$ cat config.mk
export PLATFORM = sky130hd
export DESIGN_NAME = stream_writer_flat
export DESIGN_NICKNAME = d
export VERILOG_FILES = /design/src/rtl/stream_writer_if.sv /design/src/rtl/stream_writer.sv /design/src/flat_wrapper.sv
export SDC_FILE = /design/constraint.sdc
export NUM_CORES = 2
export LEC_CHECK = 0
export ABC_AREA = 1
export ABC_CLOCK_PERIOD_IN_PS = 4400
export BUFFER_PORTS_ARGS = -buffer_cell sky130_fd_sc_hd__clkbuf_2
export CAP_MARGIN = 20
export CORE_ASPECT_RATIO = 1.1
export CORE_UTILIZATION = 35
export CTS_BUF_LIST = sky130_fd_sc_hd__clkbuf_16
export DETAILED_ROUTE_END_ITERATION = 12
export GPL_ROUTABILITY_DRIVEN = 1
export HOLD_SLACK_MARGIN = 0.12
export PLACE_DENSITY = 0.61
export SYNTH_ARGS = -nofsm -noshare
export SYNTH_HDL_FRONTEND = slang
export SYNTH_SLANG_ARGS = --single-unit
$ cat constraint.sdc
create_clock -name sys_clk -period 4.4 [get_ports sys_clk]
set_input_delay 0.88 -clock sys_clk [delete_from_list [all_inputs] [get_ports sys_clk]]
set_output_delay 0.88 -clock sys_clk [all_outputs]
set_load 0.02 [all_outputs]
$ cat src/rtl/stream_writer_if.sv
// Wishbone bus bundle shared by the stream master, stream_writer and the interconnect.
interface wshb_if #(
    parameter int unsigned DATA_BYTES = 4,
    parameter int unsigned ADDR_WIDTH = 32
) ();
    logic                      cyc;
    logic                      stb;
    logic                      we;
    logic [ADDR_WIDTH-1:0]     adr;
    logic [8*DATA_BYTES-1:0]   dat_ms;
    logic [8*DATA_BYTES-1:0]   dat_sm;
    logic [DATA_BYTES-1:0]     sel;
    logic [2:0]                cti;
    logic [1:0]                bte;
    logic                      ack;
    logic                      err;
    logic                      rty;

    modport master (
        output cyc, stb, we, adr, dat_ms, sel, cti, bte,
        input  dat_sm, ack, err, rty
    );

    modport slave (
        input  cyc, stb, we, adr, dat_ms, sel, cti, bte,
        output dat_sm, ack, err, rty
    );
endinterface

$ cat src/rtl/stream_writer.sv
// Terminates the pixel stream as a Wishbone slave, buffers writes in a show-ahead FIFO
// and replays them as Wishbone master writes, pulsing frame_done once per frame.
module stream_writer #(
    parameter int unsigned HDISP      = 800,
    parameter int unsigned VDISP      = 480,
    parameter int unsigned FIFO_DEPTH = 16
) (
    input  logic                          sys_clk,
    input  logic                          sys_rst,
    wshb_if.slave                         wshb_ifs,
    wshb_if.master                        wshb_ifm,
    output logic                          frame_done,
    output logic [$clog2(FIFO_DEPTH):0]   fifo_level
);
    localparam int unsigned ADR_W = 32;
    localparam int unsigned DAT_W = 32;
    localparam int unsigned SEL_W = 4;
    localparam int unsigned PTR_W = $clog2(FIFO_DEPTH);
    localparam int unsigned LVL_W = PTR_W + 1;
    localparam int unsigned TOTAL = HDISP * VDISP;
    localparam int unsigned CNT_W = (TOTAL > 1) ? $clog2(TOTAL) : 1;

    localparam logic [0:0] S_IDLE  = 1'b0;
    localparam logic [0:0] S_WRITE = 1'b1;

    typedef struct packed {
        logic [ADR_W-1:0] adr;
        logic [DAT_W-1:0] dat;
        logic [SEL_W-1:0] sel;
    } entry_t;

    logic             wr_req_c;
    logic             rd_req_c;
    logic             full_c;
    logic             empty_c;
    logic             push_c;
    logic             pop_c;
    entry_t           in_c;
    entry_t           head_c;
    entry_t           next_c;
    entry_t           mem [FIFO_DEPTH];
    logic [PTR_W-1:0] wr_ptr;
    logic [PTR_W-1:0] rd_ptr;

    logic [0:0]       state_q;
    logic [0:0]       state_d;
    logic             act_q;
    logic             act_d;
    entry_t           out_q;
    entry_t           out_d;
    logic [CNT_W-1:0] pix_cnt;
    logic             unused_c;

    // Slave side: accept writes unless full, answer reads immediately with zero data
    assign wr_req_c = wshb_ifs.cyc & wshb_ifs.stb & wshb_ifs.we;
    assign rd_req_c = wshb_ifs.cyc & wshb_ifs.stb & ~wshb_ifs.we;
    assign full_c   = (fifo_level == LVL_W'(FIFO_DEPTH));
    assign empty_c  = (fifo_level == '0);
    assign push_c   = wr_req_c & ~full_c;
    assign pop_c    = (state_q == S_WRITE) & wshb_ifm.ack;

    assign wshb_ifs.ack    = push_c | rd_req_c;
    assign wshb_ifs.dat_sm = '0;
    assign wshb_ifs.err    = 1'b0;
    assign wshb_ifs.rty    = 1'b0;

    assign in_c.adr = wshb_ifs.adr;
    assign in_c.dat = wshb_ifs.dat_ms;
    assign in_c.sel = wshb_ifs.sel;

    assign head_c = mem[rd_ptr];
    assign next_c = mem[rd_ptr + PTR_W'(1)];

    // Storage array carries no reset; validity is tracked by the pointers
    always_ff @(posedge sys_clk) begin
        if (push_c) begin
            mem[wr_ptr] <= in_c;
        end
    end

    always_ff @(posedge sys_clk or posedge sys_rst) begin
        if (sys_rst) begin
            wr_ptr     <= '0;
            rd_ptr     <= '0;
            fifo_level <= '0;
        end else begin
            if (push_c) begin
                wr_ptr <= wr_ptr + PTR_W'(1);
            end
            if (pop_c) begin
                rd_ptr <= rd_ptr + PTR_W'(1);
            end
            case ({push_c, pop_c})
                2'b10:   fifo_level <= fifo_level + LVL_W'(1);
                2'b01:   fifo_level <= fifo_level - LVL_W'(1);
                default: fifo_level <= fifo_level;
            endcase
        end
    end

    always_ff @(posedge sys_clk or posedge sys_rst) begin
        if (sys_rst) begin
            state_q <= S_IDLE;
            act_q   <= 1'b0;
            out_q   <= '0;
        end else begin
            state_q <= state_d;
            act_q   <= act_d;
            out_q   <= out_d;
        end
    end

    // On ack with more queued, preload the entry behind the head so stb stays high
    always_comb begin
        state_d = state_q;
        act_d   = act_q;
        out_d   = out_q;
        case (state_q)
            S_IDLE: begin
                if (!empty_c) begin
                    state_d = S_WRITE;
                    act_d   = 1'b1;
                    out_d   = head_c;
                end
            end
            S_WRITE: begin
                if (wshb_ifm.ack) begin
                    if (fifo_level > LVL_W'(1)) begin
                        out_d = next_c;
                    end else begin
                        state_d = S_IDLE;
                        act_d   = 1'b0;
                    end
                end
            end
            default: begin
                state_d = S_IDLE;
                act_d   = 1'b0;
            end
        endcase
    end

    assign wshb_ifm.cyc    = act_q;
    assign wshb_ifm.stb    = act_q;
    assign wshb_ifm.we     = act_q;
    assign wshb_ifm.adr    = out_q.adr;
    assign wshb_ifm.dat_ms = out_q.dat;
    assign wshb_ifm.sel    = out_q.sel;
    assign wshb_ifm.cti    = 3'b000;
    assign wshb_ifm.bte    = 2'b00;

    // Completed-write counter, wraps once per frame
    always_ff @(posedge sys_clk or posedge sys_rst) begin
        if (sys_rst) begin
            pix_cnt    <= '0;
            frame_done <= 1'b0;
        end else begin
            frame_done <= 1'b0;
            if (pop_c) begin
                if (pix_cnt == CNT_W'(TOTAL - 1)) begin
                    pix_cnt    <= '0;
                    frame_done <= 1'b1;
                end else begin
                    pix_cnt <= pix_cnt + CNT_W'(1);
                end
            end
        end
    end

    assign unused_c = ^{wshb_ifs.cti, wshb_ifs.bte, wshb_ifm.dat_sm, wshb_ifm.err, wshb_ifm.rty};

endmodule
$ cat src/flat_wrapper.sv
// flat-port wrapper written by rule: the top's interface ports become plain ports
module stream_writer_flat 
#(
    parameter int unsigned HDISP      = 800,
    parameter int unsigned VDISP      = 480,
    parameter int unsigned FIFO_DEPTH = 16
)
  (sys_clk, sys_rst, frame_done, fifo_level, wshb_ifs_cyc, wshb_ifs_stb, wshb_ifs_we, wshb_ifs_adr, wshb_ifs_dat_ms, wshb_ifs_sel, wshb_ifs_cti, wshb_ifs_bte, wshb_ifs_dat_sm, wshb_ifs_ack, wshb_ifs_err, wshb_ifs_rty, wshb_ifm_cyc, wshb_ifm_stb, wshb_ifm_we, wshb_ifm_adr, wshb_ifm_dat_ms, wshb_ifm_sel, wshb_ifm_cti, wshb_ifm_bte, wshb_ifm_dat_sm, wshb_ifm_ack, wshb_ifm_err, wshb_ifm_rty);
  wshb_if wshb_ifs_i ();
  wshb_if wshb_ifm_i ();
  input  logic sys_clk;
  input  logic sys_rst;
  output logic frame_done;
  output logic [$clog2(FIFO_DEPTH):0] fifo_level;
  input wire logic [$bits(wshb_ifs_i.cyc)-1:0] wshb_ifs_cyc;
  input wire logic [$bits(wshb_ifs_i.stb)-1:0] wshb_ifs_stb;
  input wire logic [$bits(wshb_ifs_i.we)-1:0] wshb_ifs_we;
  input wire logic [$bits(wshb_ifs_i.adr)-1:0] wshb_ifs_adr;
  input wire logic [$bits(wshb_ifs_i.dat_ms)-1:0] wshb_ifs_dat_ms;
  input wire logic [$bits(wshb_ifs_i.sel)-1:0] wshb_ifs_sel;
  input wire logic [$bits(wshb_ifs_i.cti)-1:0] wshb_ifs_cti;
  input wire logic [$bits(wshb_ifs_i.bte)-1:0] wshb_ifs_bte;
  output wire logic [$bits(wshb_ifs_i.dat_sm)-1:0] wshb_ifs_dat_sm;
  output wire logic [$bits(wshb_ifs_i.ack)-1:0] wshb_ifs_ack;
  output wire logic [$bits(wshb_ifs_i.err)-1:0] wshb_ifs_err;
  output wire logic [$bits(wshb_ifs_i.rty)-1:0] wshb_ifs_rty;
  output wire logic [$bits(wshb_ifm_i.cyc)-1:0] wshb_ifm_cyc;
  output wire logic [$bits(wshb_ifm_i.stb)-1:0] wshb_ifm_stb;
  output wire logic [$bits(wshb_ifm_i.we)-1:0] wshb_ifm_we;
  output wire logic [$bits(wshb_ifm_i.adr)-1:0] wshb_ifm_adr;
  output wire logic [$bits(wshb_ifm_i.dat_ms)-1:0] wshb_ifm_dat_ms;
  output wire logic [$bits(wshb_ifm_i.sel)-1:0] wshb_ifm_sel;
  output wire logic [$bits(wshb_ifm_i.cti)-1:0] wshb_ifm_cti;
  output wire logic [$bits(wshb_ifm_i.bte)-1:0] wshb_ifm_bte;
  input wire logic [$bits(wshb_ifm_i.dat_sm)-1:0] wshb_ifm_dat_sm;
  input wire logic [$bits(wshb_ifm_i.ack)-1:0] wshb_ifm_ack;
  input wire logic [$bits(wshb_ifm_i.err)-1:0] wshb_ifm_err;
  input wire logic [$bits(wshb_ifm_i.rty)-1:0] wshb_ifm_rty;
  assign wshb_ifs_i.cyc = wshb_ifs_cyc;
  assign wshb_ifs_i.stb = wshb_ifs_stb;
  assign wshb_ifs_i.we = wshb_ifs_we;
  assign wshb_ifs_i.adr = wshb_ifs_adr;
  assign wshb_ifs_i.dat_ms = wshb_ifs_dat_ms;
  assign wshb_ifs_i.sel = wshb_ifs_sel;
  assign wshb_ifs_i.cti = wshb_ifs_cti;
  assign wshb_ifs_i.bte = wshb_ifs_bte;
  assign wshb_ifs_dat_sm = wshb_ifs_i.dat_sm;
  assign wshb_ifs_ack = wshb_ifs_i.ack;
  assign wshb_ifs_err = wshb_ifs_i.err;
  assign wshb_ifs_rty = wshb_ifs_i.rty;
  assign wshb_ifm_cyc = wshb_ifm_i.cyc;
  assign wshb_ifm_stb = wshb_ifm_i.stb;
  assign wshb_ifm_we = wshb_ifm_i.we;
  assign wshb_ifm_adr = wshb_ifm_i.adr;
  assign wshb_ifm_dat_ms = wshb_ifm_i.dat_ms;
  assign wshb_ifm_sel = wshb_ifm_i.sel;
  assign wshb_ifm_cti = wshb_ifm_i.cti;
  assign wshb_ifm_bte = wshb_ifm_i.bte;
  assign wshb_ifm_i.dat_sm = wshb_ifm_dat_sm;
  assign wshb_ifm_i.ack = wshb_ifm_ack;
  assign wshb_ifm_i.err = wshb_ifm_err;
  assign wshb_ifm_i.rty = wshb_ifm_rty;
  stream_writer #(.HDISP(HDISP), .VDISP(VDISP), .FIFO_DEPTH(FIFO_DEPTH)) u_core (.sys_clk(sys_clk), .sys_rst(sys_rst), .wshb_ifs(wshb_ifs_i), .wshb_ifm(wshb_ifm_i), .frame_done(frame_done), .fifo_level(fifo_level));
endmodule
==> impl_metrics.yaml <==
worst_setup_path:
  cp.arrival_ns: 3.75
  reg2reg_slack_ns: 1.31
  worstPathRequired_ns: 5.06
  reg2reg_depth: 6
  critPathCaptureType: "flip-flop"
  start_kind: "flip-flop"
  crit_fanout: 28
  crit_type: "flip-flop to flip-flop"
logic_synthesis:
  yosysUniqueCellTypes: 29
  yosysMostFrequentCell: "nand2_1"
  yosysWarningCount: 0
  yosys-top-cells-area: "edfxtp_1 (54%), nand2_1 (20%), nand3_1 (11%)"
  ys_seq_area_frac: 0.5842
  avgSynthCellArea_um2: 8.429
  synthFlopType: "edfxtp_1"
  syn_area_mm2: 0.06034
  synth.largest_area_cell: "edfxtp_1"
  yosysTopAreaCellShare: 0.5415
  synthArstFlopShare: 0.08648
  ys_seq_elements: 1191
  netlist_top_cells_count: "nand2_1 (3180), nand3_1 (1308), edfxtp_1 (1088)"
  synth_cells: 7158
  synth_edf_count: 1088
cts:
  insertion_delay_ns: 0.79
  cts_hold_buf: 0
  cts_tree: "yes"
  cts_root_buf: "clkbuf_16"
  cts_made_buffers: 135
  post-cts-setup-buffer-count: 0
  clk_pin_slew_ns: 0.06
  clockBufferDepth: 3
  clkSinkCount: 1191
  ctsHtreeMaxLevel: 4
  ctsResizeCount: 0
route:
  totalWireLength_um: 190200
  firstDrtPassIters: 8
  postRouteAntennaNets: 0
  wl_per_cell_um: 20.14
  num_vias: 50150
  drc: 0
  viasPerCell: 5.309
  first_iter_violations: 6057
global_route:
  antenna_found_initial: 23
  grt_first_pass_wirelength_um: 281600
  first_global_vias: 46500
  gr-usage-all-layers: 0.2136
  grt_start_max_net_pins: 218
  gr-total-overflow: 0
sta:
  drv_slew: 0
  fin_tns_setup_ns: 0
  skew_ns: 0.02460
  tightest_slew_ns: 1.203
  setup_slack_ns: 1.306
  finalCriticalPeriod_ns: 3.094
  hold_slack_ns: 0.2413
  fmax_ghz: 0.3232
  rsz0062_at_grt: "false"
  setup_violations: 0
  finalCritPeriodShare: 0.7032
  hold_viol: 0
  slew_headroom: 0.1982
place:
  post-place-ws_ns: 1.238
  port_buffers: 151
  dp_hpwl_um: 93790
  dpl_cell_area_mm2: 0.06318
  routabilityCongestion: 0.8127
power_and_ir_drop:
  p_sw_mw: 22.00
  swShare: 0.4578
  p_int_mw: 26.05
  power.total_mw: 48.05
  p_per_area_mw_per_mm2: 711.9
  power.leakage_nw: 28.29
  peakVddDrop_v: 0.001164
  seq_power_share: 0.285
  p_comb_frac: 0.487
  pwr-share-clk: 0.228
hold_path:
  hp-class: "primary input to async pin"
floorplanning:
  rows: 159
  start_util: 0.3531
  fp.dieH_um: 437.5
  die_w_um: 397.9
  ios: 230
  die_area_mm2: 0.1741
  core-area_mm2: 0.1709
finish:
  fillers: 16660
  area_delta_synth_final_pct: 11.86
  stdcell_area_mm2: 0.06749
  drive_gt1_frac: 0.06637
  final_nets: 7202
outcome:
  status: "completed"
run:
  maxCapViolations: 0
## placed cells by master (no fill, tap or decap), types with 9 or more instances in the layout
master	Yosys	final
edfxtp_1	1088	1088
clkinv_1	0	22
xor2_1	13	13
dfrtp_1	103	99
inv_6	0	9
clkinv_2	0	27
ha_1	11	10
inv_1	332	363
buf_12	0	43
o21ai_1	9	9
a21oi_1	104	104
nand4_1	14	14
clkbuf_16	0	139
bufinv_16	0	10
o21ai_0	94	94
conb_1	1	39
nand2_1	3180	3179
clkbuf_2	0	151
nor3_1	18	18
nor2_4	2	19
nand3_1	1308	1308
nor2_1	359	342
buf_4	53	54
## flip-flops by register name (all words and copies together) (netlist names), 4 cells and up
register                flops
u_core.wshb_ifm.sel         4
u_core.rd_ptr               4
u_core.fifo_level           5
u_core.pix_cnt             19
u_core.wshb_ifm.adr        32
u_core.wshb_ifm.dat_ms     32
u_core.mem               1088
u_core.wr_ptr               4
## cells by family after synthesis
group                    count (synthesis)  synth area share
AO/OA/AOI/OAI                          209           0.01740
flip-flops                            1191            0.5842
AND/OR/NAND/NOR                       4886            0.3326
XOR/XNOR                                18          0.002862
adder cells (fa/ha/maj)                 11          0.002281
buffers and inverters                  842           0.06057
other                                    1        0.00006215
## metrics by stage
step | instances | utilization
after floorplan | 7196 | -
after global placement | 9194 | 0.3697
after detailed placement | 9194 | 0.3697
after CTS | 9440 | 0.3947
after global routing | 9443 | 0.3949
final | 9446 | 0.3949
## worst max-delay path, stage by stage, from the launching register on
cell     delay, ns
dfrtp_4       0.70
inv_4         0.45
buf_4         0.60
buf_4         0.63
nand3_1       0.15
nand3_1       0.21
nand2_1       0.08
## routing by layer
layer,global-route usage,wire [µm],up-vias
met2,0.3594,91340,2418
met5,0,141,-
met3,0.03486,16830,470
met4,0.07959,6259,20
li1,-,-,23350
met1,0.2745,75650,23900
## final cells by class
type	instances	area, µm²	share of cell area
inverters	338	1316	0.01950
flip-flops and latches	1191	35260	0.5225
diodes	5	12.51	0.0001854
repair buffers	249	2049	0.03037
clock inverters	107	795.8	0.01179
well taps	2254	2820	0.04179
multi-input cells	5163	21760	0.3224
clock buffers	139	3478	0.05154
## power by group through the flow
stage	registers [mW]	clock network [mW]	logic [mW]
after floorplan	14.1	0	15.9
after global placement	13.9	0	22.7
after detailed placement	13.9	0	23.1
after CTS	13.7	11.2	23.1
after global routing	13.7	11.6	25.8
final	13.7	11.0	23.4
## worst paths after layout
kind,from,endpoint
max in group asynchronous,sys_rst,u_core.wshb_ifm.dat_ms[21]$_DFFE_PP0P_
setup / recovery,u_core.state_q$_DFF_PP0_,u_core.wshb_ifm.adr[30]$_DFFE_PP0P_
hold / removal,sys_rst,u_core.wshb_ifm.adr[13]$_DFFE_PP0P_
hold reg to reg,u_core.wshb_ifm.adr[25]$_DFFE_PP0P_,u_core.wshb_ifm.adr[25]$_DFFE_PP0P_
min in group sys_clk,wshb_ifm_ack,u_core.state_q$_DFF_PP0_
setup reg to reg,u_core.state_q$_DFF_PP0_,u_core.wshb_ifm.adr[30]$_DFFE_PP0P_
Note: power is estimated with default switching activity, not from simulation.
